[config.mk]
export PLATFORM = sky130hd
export DESIGN_NAME = tvs_monitor
export DESIGN_NICKNAME = d
export VERILOG_FILES = /design/src/rtl/tvs_monitor_pkg.sv /design/src/rtl/tvs_chan_stats.sv /design/src/rtl/tvs_monitor.sv
export SDC_FILE = /design/constraint.sdc
export NUM_CORES = 1
export LEC_CHECK = 0
export ABC_CLOCK_PERIOD_IN_PS = 6200
export BUFFER_PORTS_ARGS = -buffer_cell sky130_fd_sc_hd__clkbuf_2
export CAP_MARGIN = 40
export CORE_ASPECT_RATIO = 1.25
export CORE_UTILIZATION = 30
export DETAILED_ROUTE_END_ITERATION = 10
export PLACE_DENSITY_LB_ADDON = 0.25
export SETUP_SLACK_MARGIN = 0.3
export SLEW_MARGIN = 20
export SYNTH_ARGS = -nofsm -noshare
export SYNTH_HDL_FRONTEND = slang
export SYNTH_HIERARCHICAL = 1
export SYNTH_SLANG_ARGS = --single-unit
[constraint.sdc]
create_clock -name CLK -period 6.2 [get_ports CLK]
set_input_delay 1.24 -clock CLK [delete_from_list [all_inputs] [get_ports CLK]]
set_output_delay 1.24 -clock CLK [all_outputs]
set_load 0.01 [all_outputs]
[src/rtl/tvs_monitor_pkg.sv]
// Shared constants, status layout and alarm FSM definitions for the TVS monitor.
package tvs_monitor_pkg;

    localparam logic [3:0] ADDR_AVG_BASE = 4'd0;
    localparam logic [3:0] ADDR_MIN_BASE = 4'd4;
    localparam logic [3:0] ADDR_MAX_BASE = 4'd8;
    localparam logic [3:0] ADDR_STATUS   = 4'd12;
    localparam logic [3:0] ADDR_COUNT    = 4'd13;

    localparam logic [1:0] CH_1V0  = 2'd0;
    localparam logic [1:0] CH_1V8  = 2'd1;
    localparam logic [1:0] CH_2V5  = 2'd2;
    localparam logic [1:0] CH_TEMP = 2'd3;

    localparam int STAT_HIGH          = 0;
    localparam int STAT_LOW           = 1;
    localparam int STAT_STALE_LSB     = 2;
    localparam int STAT_AVG_VALID_LSB = 6;
    localparam int STAT_ACTIVE        = 10;

    typedef enum logic [1:0] {
        ALM_IDLE = 2'd0,
        ALM_CLR  = 2'd1,
        ALM_WAIT = 2'd2
    } alarm_state_t;

    // Full alarm FSM state, kept as one struct so it can be probed as a unit.
    typedef struct packed {
        alarm_state_t state;
        logic [3:0]   wait_cnt;
    } alarm_fsm_t;

    function automatic alarm_fsm_t alarm_next(alarm_fsm_t cur, logic rise, logic flag);
        alarm_fsm_t nxt;
        nxt = cur;
        case (cur.state)
            ALM_IDLE: begin
                if (rise) nxt.state = ALM_CLR;
            end
            ALM_CLR: begin
                nxt.state    = ALM_WAIT;
                nxt.wait_cnt = 4'd0;
            end
            ALM_WAIT: begin
                if (!flag || cur.wait_cnt == 4'hF) begin
                    nxt.state    = ALM_IDLE;
                    nxt.wait_cnt = 4'd0;
                end else begin
                    nxt.wait_cnt = cur.wait_cnt + 4'd1;
                end
            end
            default: begin
                nxt.state    = ALM_IDLE;
                nxt.wait_cnt = 4'd0;
            end
        endcase
        return nxt;
    endfunction

endpackage

[src/rtl/tvs_chan_stats.sv]
// Per-channel running statistics: block average over 2^AVG_LOG2 samples, min and max.
module tvs_chan_stats #(
    parameter int AVG_LOG2 = 2
) (
    input  logic        clk,
    input  logic        reset,
    input  logic        sample_en,
    input  logic [15:0] value,
    input  logic        stats_clear,
    output logic [15:0] avg,
    output logic [15:0] min_val,
    output logic [15:0] max_val,
    output logic        avg_valid
);

    localparam int ACC_W = 16 + AVG_LOG2;

    logic [ACC_W-1:0]    acc;
    logic [ACC_W-1:0]    acc_sum;
    logic [AVG_LOG2-1:0] cnt;

    assign acc_sum = acc + ACC_W'(value);

    always_ff @(posedge clk) begin
        if (reset) begin
            avg       <= 16'd0;
            min_val   <= 16'hFFFF;
            max_val   <= 16'd0;
            avg_valid <= 1'b0;
            acc       <= '0;
            cnt       <= '0;
        end else if (stats_clear) begin
            // A sample coincident with the clear is applied on top of the cleared state.
            avg       <= 16'd0;
            avg_valid <= 1'b0;
            if (sample_en) begin
                min_val <= value;
                max_val <= value;
                acc     <= ACC_W'(value);
                cnt     <= AVG_LOG2'(1);
            end else begin
                min_val <= 16'hFFFF;
                max_val <= 16'd0;
                acc     <= '0;
                cnt     <= '0;
            end
        end else if (sample_en) begin
            if (value < min_val) min_val <= value;
            if (value > max_val) max_val <= value;
            if (cnt == '1) begin
                avg       <= acc_sum[AVG_LOG2 +: 16];
                acc       <= '0;
                cnt       <= '0;
                avg_valid <= 1'b1;
            end else begin
                acc <= acc_sum;
                cnt <= cnt + AVG_LOG2'(1);
            end
        end
    end

endmodule

[src/rtl/tvs_monitor.sv]
// Fabric-side TVS consumer: input capture, per-channel stats, sticky alarms,
// stale-channel watchdog and a single-cycle register read port.
module tvs_monitor
    import tvs_monitor_pkg::*;
#(
    parameter int AVG_LOG2       = 2,
    parameter int TIMEOUT_CYCLES = 1000000
) (
    input  logic        CLK,
    input  logic        RESET,
    input  logic [15:0] TVS_VALUE,
    input  logic [1:0]  TVS_CHANNEL,
    input  logic        TVS_VALID,
    input  logic        TVS_ACTIVE,
    input  logic        TVS_TEMP_HIGH,
    input  logic        TVS_TEMP_LOW,
    output logic [3:0]  TVS_ENABLE,
    output logic        TVS_TEMP_HIGH_CLEAR,
    output logic        TVS_TEMP_LOW_CLEAR,
    input  logic [3:0]  CHAN_EN,
    input  logic        STATS_CLEAR,
    input  logic        ALARM_CLEAR,
    output logic        ALARM,
    input  logic        RD_REQ,
    input  logic [3:0]  RD_ADDR,
    output logic [15:0] RD_DATA,
    output logic        RD_ACK
);

    localparam int WD_W = (TIMEOUT_CYCLES > 1) ? $clog2(TIMEOUT_CYCLES) : 1;

    logic [15:0] value_r;
    logic [1:0]  channel_r;
    logic        valid_r, valid_d, active_r;
    logic        high_r, high_d, low_r, low_d;
    logic [3:0]  chan_en_r;

    always_ff @(posedge CLK) begin
        if (RESET) begin
            value_r   <= 16'd0;
            channel_r <= 2'd0;
            valid_r   <= 1'b0;
            valid_d   <= 1'b0;
            active_r  <= 1'b0;
            high_r    <= 1'b0;
            high_d    <= 1'b0;
            low_r     <= 1'b0;
            low_d     <= 1'b0;
            chan_en_r <= 4'd0;
        end else begin
            value_r   <= TVS_VALUE;
            channel_r <= TVS_CHANNEL;
            valid_r   <= TVS_VALID;
            valid_d   <= valid_r;
            active_r  <= TVS_ACTIVE;
            high_r    <= TVS_TEMP_HIGH;
            high_d    <= high_r;
            low_r     <= TVS_TEMP_LOW;
            low_d     <= low_r;
            chan_en_r <= CHAN_EN;
        end
    end

    assign TVS_ENABLE = chan_en_r;

    // A held-high VALID yields one sample; disabled channels are dropped here.
    logic       accepted;
    logic [3:0] hit;

    assign accepted = valid_r & ~valid_d & chan_en_r[channel_r];

    always_comb begin
        hit = 4'd0;
        for (int i = 0; i < 4; i++) begin
            hit[i] = accepted && (channel_r == 2'(i));
        end
    end

    logic [15:0] avg   [4];
    logic [15:0] min_v [4];
    logic [15:0] max_v [4];
    logic [3:0]  avg_valid;

    for (genvar g = 0; g < 4; g++) begin : g_chan
        tvs_chan_stats #(
            .AVG_LOG2(AVG_LOG2)
        ) u_stats (
            .clk        (CLK),
            .reset      (RESET),
            .sample_en  (hit[g]),
            .value      (value_r),
            .stats_clear(STATS_CLEAR),
            .avg        (avg[g]),
            .min_val    (min_v[g]),
            .max_val    (max_v[g]),
            .avg_valid  (avg_valid[g])
        );
    end

    logic [15:0] sample_cnt;

    always_ff @(posedge CLK) begin
        if (RESET)         sample_cnt <= 16'd0;
        else if (accepted) sample_cnt <= sample_cnt + 16'd1;
    end

    alarm_fsm_t high_q, high_n, low_q, low_n;
    logic       high_rise, low_rise, high_set, low_set;
    logic       sticky_high, sticky_low;

    assign high_rise = high_r & ~high_d;
    assign low_rise  = low_r & ~low_d;

    always_ff @(posedge CLK) begin
        if (RESET) begin
            high_q <= '{state: ALM_IDLE, wait_cnt: 4'd0};
            low_q  <= '{state: ALM_IDLE, wait_cnt: 4'd0};
        end else begin
            high_q <= high_n;
            low_q  <= low_n;
        end
    end

    always_comb begin
        high_n   = alarm_next(high_q, high_rise, high_r);
        low_n    = alarm_next(low_q, low_rise, low_r);
        high_set = (high_q.state == ALM_IDLE) && high_rise;
        low_set  = (low_q.state == ALM_IDLE) && low_rise;
    end

    assign TVS_TEMP_HIGH_CLEAR = (high_q.state == ALM_CLR);
    assign TVS_TEMP_LOW_CLEAR  = (low_q.state == ALM_CLR);

    // A set in the same cycle as ALARM_CLEAR wins.
    always_ff @(posedge CLK) begin
        if (RESET) begin
            sticky_high <= 1'b0;
            sticky_low  <= 1'b0;
        end else begin
            if (high_set)         sticky_high <= 1'b1;
            else if (ALARM_CLEAR) sticky_high <= 1'b0;
            if (low_set)          sticky_low  <= 1'b1;
            else if (ALARM_CLEAR) sticky_low  <= 1'b0;
        end
    end

    assign ALARM = sticky_high | sticky_low;

    logic [WD_W-1:0] wd_cnt;
    logic            wd_wrap;
    logic [3:0]      seen, stale, seen_now;

    assign wd_wrap  = (wd_cnt == WD_W'(TIMEOUT_CYCLES - 1));
    assign seen_now = seen | hit;

    always_ff @(posedge CLK) begin
        if (RESET) begin
            wd_cnt <= '0;
            seen   <= 4'd0;
            stale  <= 4'd0;
        end else if (wd_wrap) begin
            wd_cnt <= '0;
            seen   <= 4'd0;
            stale  <= chan_en_r & ~seen_now;
        end else begin
            wd_cnt <= wd_cnt + WD_W'(1);
            seen   <= seen_now;
            stale  <= stale & ~hit;
        end
    end

    logic [15:0] status_word;
    logic [15:0] rd_mux;

    always_comb begin
        status_word                                    = 16'd0;
        status_word[STAT_HIGH]                         = sticky_high;
        status_word[STAT_LOW]                          = sticky_low;
        status_word[STAT_STALE_LSB +: 4]               = stale;
        status_word[STAT_AVG_VALID_LSB +: 4]           = avg_valid;
        status_word[STAT_ACTIVE]                       = active_r;

        rd_mux = 16'd0;
        case (RD_ADDR[3:2])
            ADDR_AVG_BASE[3:2]: rd_mux = avg[RD_ADDR[1:0]];
            ADDR_MIN_BASE[3:2]: rd_mux = min_v[RD_ADDR[1:0]];
            ADDR_MAX_BASE[3:2]: rd_mux = max_v[RD_ADDR[1:0]];
            default: begin
                if (RD_ADDR == ADDR_STATUS)     rd_mux = status_word;
                else if (RD_ADDR == ADDR_COUNT) rd_mux = sample_cnt;
            end
        endcase
    end

    always_ff @(posedge CLK) begin
        if (RESET) begin
            RD_DATA <= 16'd0;
            RD_ACK  <= 1'b0;
        end else begin
            RD_ACK <= RD_REQ;
            if (RD_REQ) RD_DATA <= rd_mux;
        end
    end

endmodule

Word-level counts from Yosys, hierarchy flattened
Cells that the tools add are included.
{"block": "word_totals", "wordCells": 240, "output_inout_bits": 24, "register_bits": 380, "input_bits": 35}
{"block": "classes", "n_lt_le_gt_ge": 10, "mux": 92, "n_addsub": 12, "n_eq_ne": 22, "n_reduce_logical": 44, "bitwise_logic": 14}
{"cell": "$mux W16", "n": 44}
{"cell": "$mux W18", "n": 12}
{"cell": "$bmux W16 S2", "n": 3}
{"cell": "$add A18 B16 Y18", "n": 4}
{"cell": "$gt A16 B16 Y1", "n": 4}
{"cell": "$lt A16 B16 Y1", "n": 4}
{"cell": "$pmux W16 S3", "n": 1}
{"cell": "$mux W2", "n": 16}
{"cell": "$reduce_and A2 Y1", "n": 14}
{"cell": "$reduce_bool A2 Y1", "n": 14}
{"cell": "$add A20 B1 Y20 const B", "n": 1}
{"cell": "$eq A20 B20 Y1 const B", "n": 1}
{"cell": "$eq A2 B2 Y1 const B", "n": 9}
{"cell": "$add A16 B1 Y16 const B", "n": 1}
{"cell": "$eq A4 B4 Y1 const B", "n": 4}
{"cell": "$pmux W4 S2", "n": 2}
{"cell": "$mux W4", "n": 3}
{"cell": "$pmux W2 S3", "n": 2}
{"cell": "$add A2 B1 Y2 const B", "n": 4}
{"cell": "$add A4 B1 Y4 const B", "n": 2}
{"cell": "$and A4 B4 Y4", "n": 2}
{"cell": "$eq A2 B1 Y1 const B", "n": 4}
{"cell": "$logic_not A2 Y1", "n": 4}
{"cell": "$mux W1", "n": 8}
{"cell": "14 further kinds", "n": 31}

Logic depth before layout (Yosys ltp)
Gate-level depths: netlist of the first run.
{"block": "logic_depth", "depth_word": 8, "mapped_depth": 9, "mapped_depth_nobuf": 8}

By module
Netlist of the first run, hierarchy kept.
{"module": "tvs_chan_stats", "instances": 4, "seq_area_each_um2": 1381.3, "area_per_inst_um2": 4259.1, "cells_per_inst": 489}
{"module": "tvs_monitor", "instances": 1, "seq_area_each_um2": 2082.0, "area_per_inst_um2": 5688.0, "cells_per_inst": 574}

Least setup slack after synthesis of the first run
OpenSTA, ideal clock, no wires.
{"block": "synth_timing", "path_kind": "input -> register", "startpoint": "in RD_ADDR[0]", "endpoint": "reg RD_DATA[10]", "path_stages": 6, "setup_slack_ns": 3.478, "t_arrival_ns": 2.592, "n_path_buf": 2, "required_time_ns": 6.070, "setup_time_ns": 0.130, "path_cell_list": "buf_2 buf_2 mux4_2 and2_1 a211oi_1 o31ai_1"}
{"block": "synth_via", "elab_chain_len": 5, "word_cells_on_any_way": 15, "classes_between": "eq/ne: 2; mux: 12; bitwise: 1"}
{"item": "from (decl)", "line_no": "tvs_monitor.sv:25", "rtl": "input logic [3:0] RD_ADDR,"}
{"item": "$not A2 Y3 (not written as such)", "line_no": "tvs_monitor.sv:185, tvs_monitor.sv:186, tvs_monitor.sv:187"}
{"item": "$bmux W16 S2, on equally long branches", "line_no": "tvs_monitor.sv:187, tvs_monitor.sv:185, tvs_monitor.sv:186"}
{"item": "$mux W16, on equally long branches (2 in a row)", "line_no": "tvs_monitor.sv:187, tvs_monitor.sv:185, tvs_monitor.sv:186"}
{"item": "$pmux W16 S3 *", "line_no": "tvs_monitor.sv:184", "rtl": "case (RD_ADDR[3:2])"}
{"item": "to (signal assigned)", "line_no": "tvs_monitor.sv:201", "rtl": "if (RD_REQ) RD_DATA <= rd_mux;"}
{"item": "to (decl)", "line_no": "tvs_monitor.sv:26", "rtl": "output logic [15:0] RD_DATA,"}
Every way passes the cells marked *; elsewhere a longest branch is shown, timed or not. The select of a mux whose other input is x is not followed.
A chain may end at the register's enable or synchronous reset.

Worst setup path after layout of the first run
{"block": "layout_timing", "startpoint": "reg valid_r", "endpoint": "reg g_chan[2].u_stats.min_val[11]"}
{"block": "layout_via", "elab_chain_len": 5, "word_cells_on_any_way": 7, "classes_between": "mux: 2; bitwise: 2; reduce/logical: 3"}
{"item": "from (decl)", "line_no": "tvs_monitor.sv:34", "rtl": "logic valid_r, valid_d, active_r;"}
{"item": "from (signal assigned)", "line_no": "tvs_monitor.sv:42", "rtl": "valid_r <= 1'b0;"}
{"item": "from (signal assigned)", "line_no": "tvs_monitor.sv:53", "rtl": "valid_r <= TVS_VALID;"}
{"item": "$and A1 B1 Y1 * (2 in a row)", "line_no": "tvs_monitor.sv:70", "rtl": "assign accepted = valid_r & ~valid_d & chan_en_r[channel_r];"}
{"item": "$logic_and A1 B1 Y1 *", "line_no": "tvs_monitor.sv:75", "rtl": "hit[i] = accepted && (channel_r == 2'(i));"}
{"item": "via hit[2]", "line_no": "tvs_monitor.sv:68", "rtl": "logic [3:0] hit;"}
{"item": "$mux W16 / $reduce_bool A2 Y1 (equally long branches)"}
{"item": "$mux W16 / $reduce_and A2 Y1 (equally long branches)"}
{"item": "to (signal assigned)", "line_no": "tvs_chan_stats.sv:37", "rtl": "min_val <= value;"}
{"item": "to (signal assigned)", "line_no": "tvs_chan_stats.sv:48", "rtl": "if (value < min_val) min_val <= value;"}
{"item": "to (decl)", "line_no": "tvs_chan_stats.sv:11", "rtl": "output logic [15:0] min_val,"}
Mark *: on every way through the listed nets, which the timed path passes. The rest lies on a longest branch.

==> flow_summary_export.csv, run 1 <==
group,metric,value,unit
status,outcome,"completed",
clocking,htreeDepth,2,
synth,syn_nets,2765,
pwr,p_clk_frac,0.448,
clocking,cts_setup_buffers,0,
sta,relSlewSlack,0.404,
pwr,power.density,215,nW/um^2
cells_and_area,finish.instance_area,25400,sq um
detailed_routing,antenna_left,0,
critical_path,required,6.69,ns
pwr,p_sw_frac,0.270,
detailed_routing,num_vias,19900,
synth,synth_top_area_frac,0.335,
sta,worstMarginPinSlew,0.890,ns
detailed_routing,via_per_inst,5.63,
global_route,grt_max_degree,82,
clocking,clk_pin_slew,0.06,ns
placement,dpl-instance-area,24100,sq um
detailed_routing,routedWlPerCell,21.8,um
clocking,clock_sinks,380,
die,die_h,310,um
synth,synth_edf_count,0,
clocking,cts_tree,"done",
synth,yosys-top-cells-area,"dfxtp_1 33%, ha_1 11%, mux4_2 3.5%",
die,initial_core_util,0.304,
sta,rsz0062_at_grt,"no",
sta,finalSetupViolations,0,
cells_and_area,syn_to_final_growth,11.8,%
synth,synth-seq-area-share,0.335,
sta,min_period,3.57,ns
die,die_w,248,um
pwr,p_seq_frac,0.457,
clocking,cts_buffer_depth,3,
synth,async_flop_share,0,
pwr,combinationalPowerShare,0.095,
global_route,grt_overflow,0,
detailed_routing,drc,0,
placement,io_buffers,58,
global_route,grt_pass1_vias,19300,
synth,synth_top_cell_by_area,"dfxtp_1",
placement,dpl.hpwl,55.8,mm
sta,post-route-period-util,0.576,
clocking,clock_latency,0.59,ns
synth,syn-mean-instance-area,8.98,sq um
cells_and_area,drive_gt1_frac,0.131,
synth,synth.distinct_cells,73,
sta,slew_violations,0,
global_route,grt_use_total,0.197,
sta,fin_setup_tns,0,ns
synth,synthCells,2530,
critical_path,cp-start-kind,"register",
global_route,grt_pass1_wl,116,mm
clocking,cts-root-buf,"clkbuf_16",
die,fp.dieArea,76900,sq um
placement,gp_congestion,0.860,
synth,synth_warnings,6,
critical_path,worstSetupPathType,"reg -> reg",
critical_path,arrival,4.06,ns
die,pin_count,59,
detailed_routing,drt_first_pass_iters,7,
global_route,antenna_found_initial,2,
cells_and_area,fin_nets,2773,
die,rows,112,
pwr,intPower,3.99,mW
die,core_area,74800,sq um
pwr,irDropWorstVdd,0.176,mV
sta,hold_viol,0,
cells_and_area,diodes,0,
pwr,power.leakage,10.3,nW
critical_path,cp-end-kind,"register",
clocking,cts-buffers-inserted,42,
detailed_routing,initialDrtViolationCount,1291,
detailed_routing,wl,77.0,mm
synth,netlist_area,22700,sq um
worst_hold_path,min_path_type,"reg -> reg",
clocking,cts-hold-fix-buffers,0,
sta,fmax,0.280,GHz
synth,synth_ff_type,"dfxtp_1",
synth,synth-seq-cells,380,
critical_path,cp_max_fo,22,
pwr,p_switching,1.48,mW
clocking,cts-resized-gates,0,
job,cap_violations,0,
sta,finClkSkew,0.0309,ns
-- path summary, 6_finish.rpt --
kind | startpoint | slack [ns] | endpoint | depth (start not counted)
worst max register to register | valid_r | 2.63 | g_chan[2].u_stats/min_val[11] | 7
worst max-delay path | valid_r | 2.63 | g_chan[2].u_stats/min_val[11] | 7
worst min register to register | high_d | 0.42 | high_q[4] | 1
worst min-delay path | high_d | 0.42 | high_q[4] | 1
-- state kept, by name (all words and copies together) (netlist names), 2 cells and up --
name                      cells
wd_cnt                       20
g_chan.u_stats/min_val       64
value_r                      16
g_chan.u_stats/acc           72
g_chan.u_stats/cnt            8
stale                         4
TVS_ENABLE                    4
seen                          4
high_q                        6
RD_DATA                      16
low_q                         6
g_chan.u_stats/max_val       64
channel_r                     2
g_chan.u_stats/avg_valid      4
g_chan.u_stats/avg           64
sample_cnt                   16
-- metrics by stage --
stage	power, mW	cells	setup slack (ns)	hold slack [ns]	utilization
3_3_place_gp	3.04	3447	2.49	0.401	0.319
6_report	5.47	3537	2.63	0.421	0.340
2_1_floorplan	2.87	2530	3.48	0.388	-
4_1_cts	5.53	3535	2.56	0.421	0.339
3_5_place_dp	3.07	3461	2.59	0.412	0.322
5_1_grt	5.66	3537	2.29	0.443	0.340
-- layout by cell type (no fill, tap or decap), types with 16 or more instances in the layout --
cell	count
a211oi_1	48
a21o_1	42
a21oi_1	153
a221o_1	16
a222oi_1	16
a22o_1	60
a22o_2	24
a22oi_1	38
a31o_2	16
a31oi_1	84
and2_1	41
and3_1	79
buf_4	36
clkbuf_16	43
clkbuf_2	56
dfxtp_1	379
ha_1	196
inv_1	151
mux2_2	22
mux2i_1	27
mux4_2	35
nand2_1	119
nand2b_1	17
nand3_1	31
nand4_1	47
nor2_1	183
nor2b_1	52
nor3_1	23
nor3b_1	68
o211ai_1	20
o21ai_0	72
o21ai_1	16
o22ai_1	20
o31ai_1	18
or3_1	28
xnor2_1	44
xor2_1	28
-- final cells by class --
class,count,area [sq um]
well taps,969,1210
inverters,151,567
clock inverters,19,133
repair buffers,105,754
fillers,7764,49400
flip-flops and latches,380,7610
multi-input cells,1858,13900
clock buffers,55,1190
-- power groups by stage --
| stage | Clock (mW) | Combinational [mW] | Sequential [mW] |
|---|---|---|---|
| floorplan | 0 | 0.307 | 2.56 |
| global placement | 0 | 0.481 | 2.56 |
| detailed placement | 0 | 0.515 | 2.55 |
| CTS | 2.51 | 0.516 | 2.50 |
| global route | 2.60 | 0.564 | 2.50 |
| finish | 2.45 | 0.521 | 2.50 |
-- cells in the mapped netlist, types with 60 or more instances --
| cell | instances |
|---|---|
| clkbuf_1 | 96 |
| nand2_1 | 119 |
| and3_1 | 79 |
| inv_1 | 151 |
| a22o_1 | 60 |
| a21oi_1 | 153 |
| dfxtp_1 | 380 |
| a31oi_1 | 84 |
| nor2_1 | 185 |
| ha_1 | 196 |
| o21ai_0 | 72 |
| nor3b_1 | 70 |
-- routing by layer --
metal / wire length, um / global-route usage
met1: 31400 / 0.233
met2: 37500 / 0.340
met3: 3200 / 0.0247
met4: 4820 / 0.120
met5: 17 / 0
-- logic make-up after synthesis --
| family | after synthesis | share of synthesized area |
|---|---|---|
| compound gates | 732 | 0.230 |
| xor+xnor | 72 | 0.0278 |
| fa+ha+maj | 200 | 0.111 |
| buf+inv | 292 | 0.0531 |
| flops | 380 | 0.335 |
| mux | 84 | 0.0575 |
| simple gates | 770 | 0.186 |
-- worst max-delay path, stage by stage, from the launching register on --
cell,delay [ns]
dfxtp_1,0.33
nor2b_1,0.65
and4b_1,0.70
buf_4,0.36
a41oi_1,0.16
a31oi_2,0.60
nand2_2,0.38
a31oi_1,0.27
Power figures use the tool's default switching activity.
==> run 2, diff against run 1 <==
--- a/config.mk
+++ b/config.mk
@@ -5,7 +5,7 @@
 export SDC_FILE = /design/constraint.sdc
 export NUM_CORES = 1
 export LEC_CHECK = 0
-export ABC_CLOCK_PERIOD_IN_PS = 6200
+export ABC_CLOCK_PERIOD_IN_PS = 3500
 export BUFFER_PORTS_ARGS = -buffer_cell sky130_fd_sc_hd__clkbuf_2
 export CAP_MARGIN = 40
 export CORE_ASPECT_RATIO = 1.25
==> constraint.sdc (replaced) <==
create_clock -name CLK -period 3.5 [get_ports CLK]
set_input_delay 0.7 -clock CLK [delete_from_list [all_inputs] [get_ports CLK]]
set_output_delay 0.7 -clock CLK [all_outputs]
set_load 0.01 [all_outputs]
==> flow_summary_export.csv, run 2 (synthesis results as in run 1) <==
group,metric,value,unit
status,outcome,"completed",
die,fp.dieArea,76900,sq um
placement,dpl.hpwl,58.2,mm
critical_path,cp-start-kind,"register",
pwr,total_power,10.2,mW
critical_path,cp-end-kind,"register",
cells_and_area,largest_reg_flops,72,
cells_and_area,mostFrequentLayoutCell,"dfxtp_1",
detailed_routing,routedWlPerCell,22.3,um
critical_path,required,4.00,ns
pwr,irDropWorstVdd,0.283,mV
cells_and_area,drive_gt1_frac,0.144,
clocking,cts-root-buf,"clkbuf_16",
die,die_w,248,um
clocking,cts-buffers-inserted,43,
detailed_routing,wl,80.2,mm
global_route,grt_pass1_vias,19200,
clocking,cts_setup_buffers,0,
sta,slew_violations,0,
clocking,htreeDepth,2,
sta,rsz0062_at_grt,"no",
detailed_routing,initialDrtViolationCount,1261,
sta,hold_viol,0,
sta,finalSetupViolations,0,
clocking,clock_latency,0.59,ns
sta,hold_ws,0.320,ns
critical_path,crit_family,"simple AND/OR/NAND/NOR gates",
clocking,clock_sinks,380,
cells_and_area,syn_to_final_growth,14.1,%
cells_and_area,fillers,7687,
detailed_routing,num_vias,20100,
global_route,grt_overflow,0,
detailed_routing,drc,0,
sta,fin_setup_tns,0,ns
global_route,grt_max_degree,54,
critical_path,worstSetupPathType,"reg -> reg",
pwr,power.density,393,nW/um^2
sta,relSlewSlack,0.411,
cells_and_area,fin_nets,2820,
cells_and_area,final_cell_mix,"379 x dfxtp_1, 196 x ha_1, 185 x nor2_1, 153 x a21oi_1, 151 x inv_1",
clocking,cts-resized-gates,0,
critical_path,arrival,3.37,ns
critical_path,cp_cell_sequence,"buf_12 > ha_1 > nand3_1 > nor3b_1 > a31oi_2 > nand2_2 > mux2i_1",
critical_path,cp_max_fo,16,
critical_path,critPathSlowestCell,"dfxtp_1",
global_route,grt_pass1_wl,119,mm
job,cap_violations,0,
clocking,cts_tree,"done",
clocking,cts-hold-fix-buffers,0,
placement,io_buffers,58,
placement,gp_congestion,0.923,
critical_path,cpPeakStageDelay,0.82,ns
die,rows,112,
global_route,grt_use_total,0.204,
worst_hold_path,min_path_type,"in -> reg",
detailed_routing,via_per_inst,5.61,
sta,worstMarginPinSlew,0.872,ns
sta,post-route-period-util,0.820,
detailed_routing,antenna_left,0,
sta,finClkSkew,0.0291,ns
sta,min_period,2.87,ns
die,initial_core_util,0.304,
global_route,antenna_found_initial,3,
clocking,clk_pin_slew,0.07,ns
die,core_area,74800,sq um
die,die_h,310,um
pwr,power.leakage,10.6,nW
detailed_routing,drt_first_pass_iters,7,
sta,fmax,0.348,GHz
clocking,cts_buffer_depth,3,
cells_and_area,max_flop_register,"g_chan.u_stats/acc",
die,pin_count,59,
critical_path,path_buf_inv,1,
## run 2: cell types whose count changed in the layout (fill, tap and decap cells not counted), sizes merged
cell,before,now
clkinvlp,6,2
diode,0,1
inv,151,152
clkinv,13,9
clkbuf,111,117
buf,49,95
bufinv,0,4
## run 2: metrics by stage
stage	setup slack (ns)	cells	util	area, sq um
2_1_floorplan	0.802	2530	-	22700
3_3_place_gp	0.638	3508	0.327	24400
3_5_place_dp	0.728	3509	0.327	24500
4_1_cts	0.694	3586	0.347	25900
5_1_grt	0.479	3586	0.347	25900
6_report	0.629	3587	0.347	25900
## run 2: final cells by class
class                      instances  area, sq um  share of cell area
multi-input combinational       1858        13900               0.537
sequential                       380         7610               0.293
clock buffer                      61         1270              0.0488
tap                              969         1210              0.0467
timing repair buffer             151         1150              0.0445
inverter                         151          567              0.0219
clock inverter                    16          200             0.00772
antenna                            1         2.50           0.0000965
## run 2: worst paths after layout
path                  from                      endpoint  slack, ns  cells past startpoint
min          TVS_TEMP_HIGH                        high_r       0.32                      2
max            value_r[15]  g_chan[3].u_stats/min_val[0]       0.63                      7
max reg2reg    value_r[15]  g_chan[3].u_stats/min_val[0]       0.63                      7
min reg2reg         high_d                     high_q[4]       0.43                      1
## run 2: where the power goes
| part | internal (mW) | switching (mW) | total, mW |
|---|---|---|---|
| Sequential | 4.37 | 0.0647 | 4.44 |
| Combinational | 0.328 | 0.647 | 0.976 |
| Clock | 2.82 | 1.96 | 4.78 |
## run 2: routing by layer
| metal | routed length [um] | track usage | vias up |
|---|---|---|---|
| li1 | - | - | 9562 |
| met1 | 32900 | 0.242 | 9835 |
| met2 | 39500 | 0.357 | 542 |
| met3 | 3860 | 0.0286 | 168 |
| met4 | 3940 | 0.0967 | 4 |
| met5 | 23 | 0 | - |
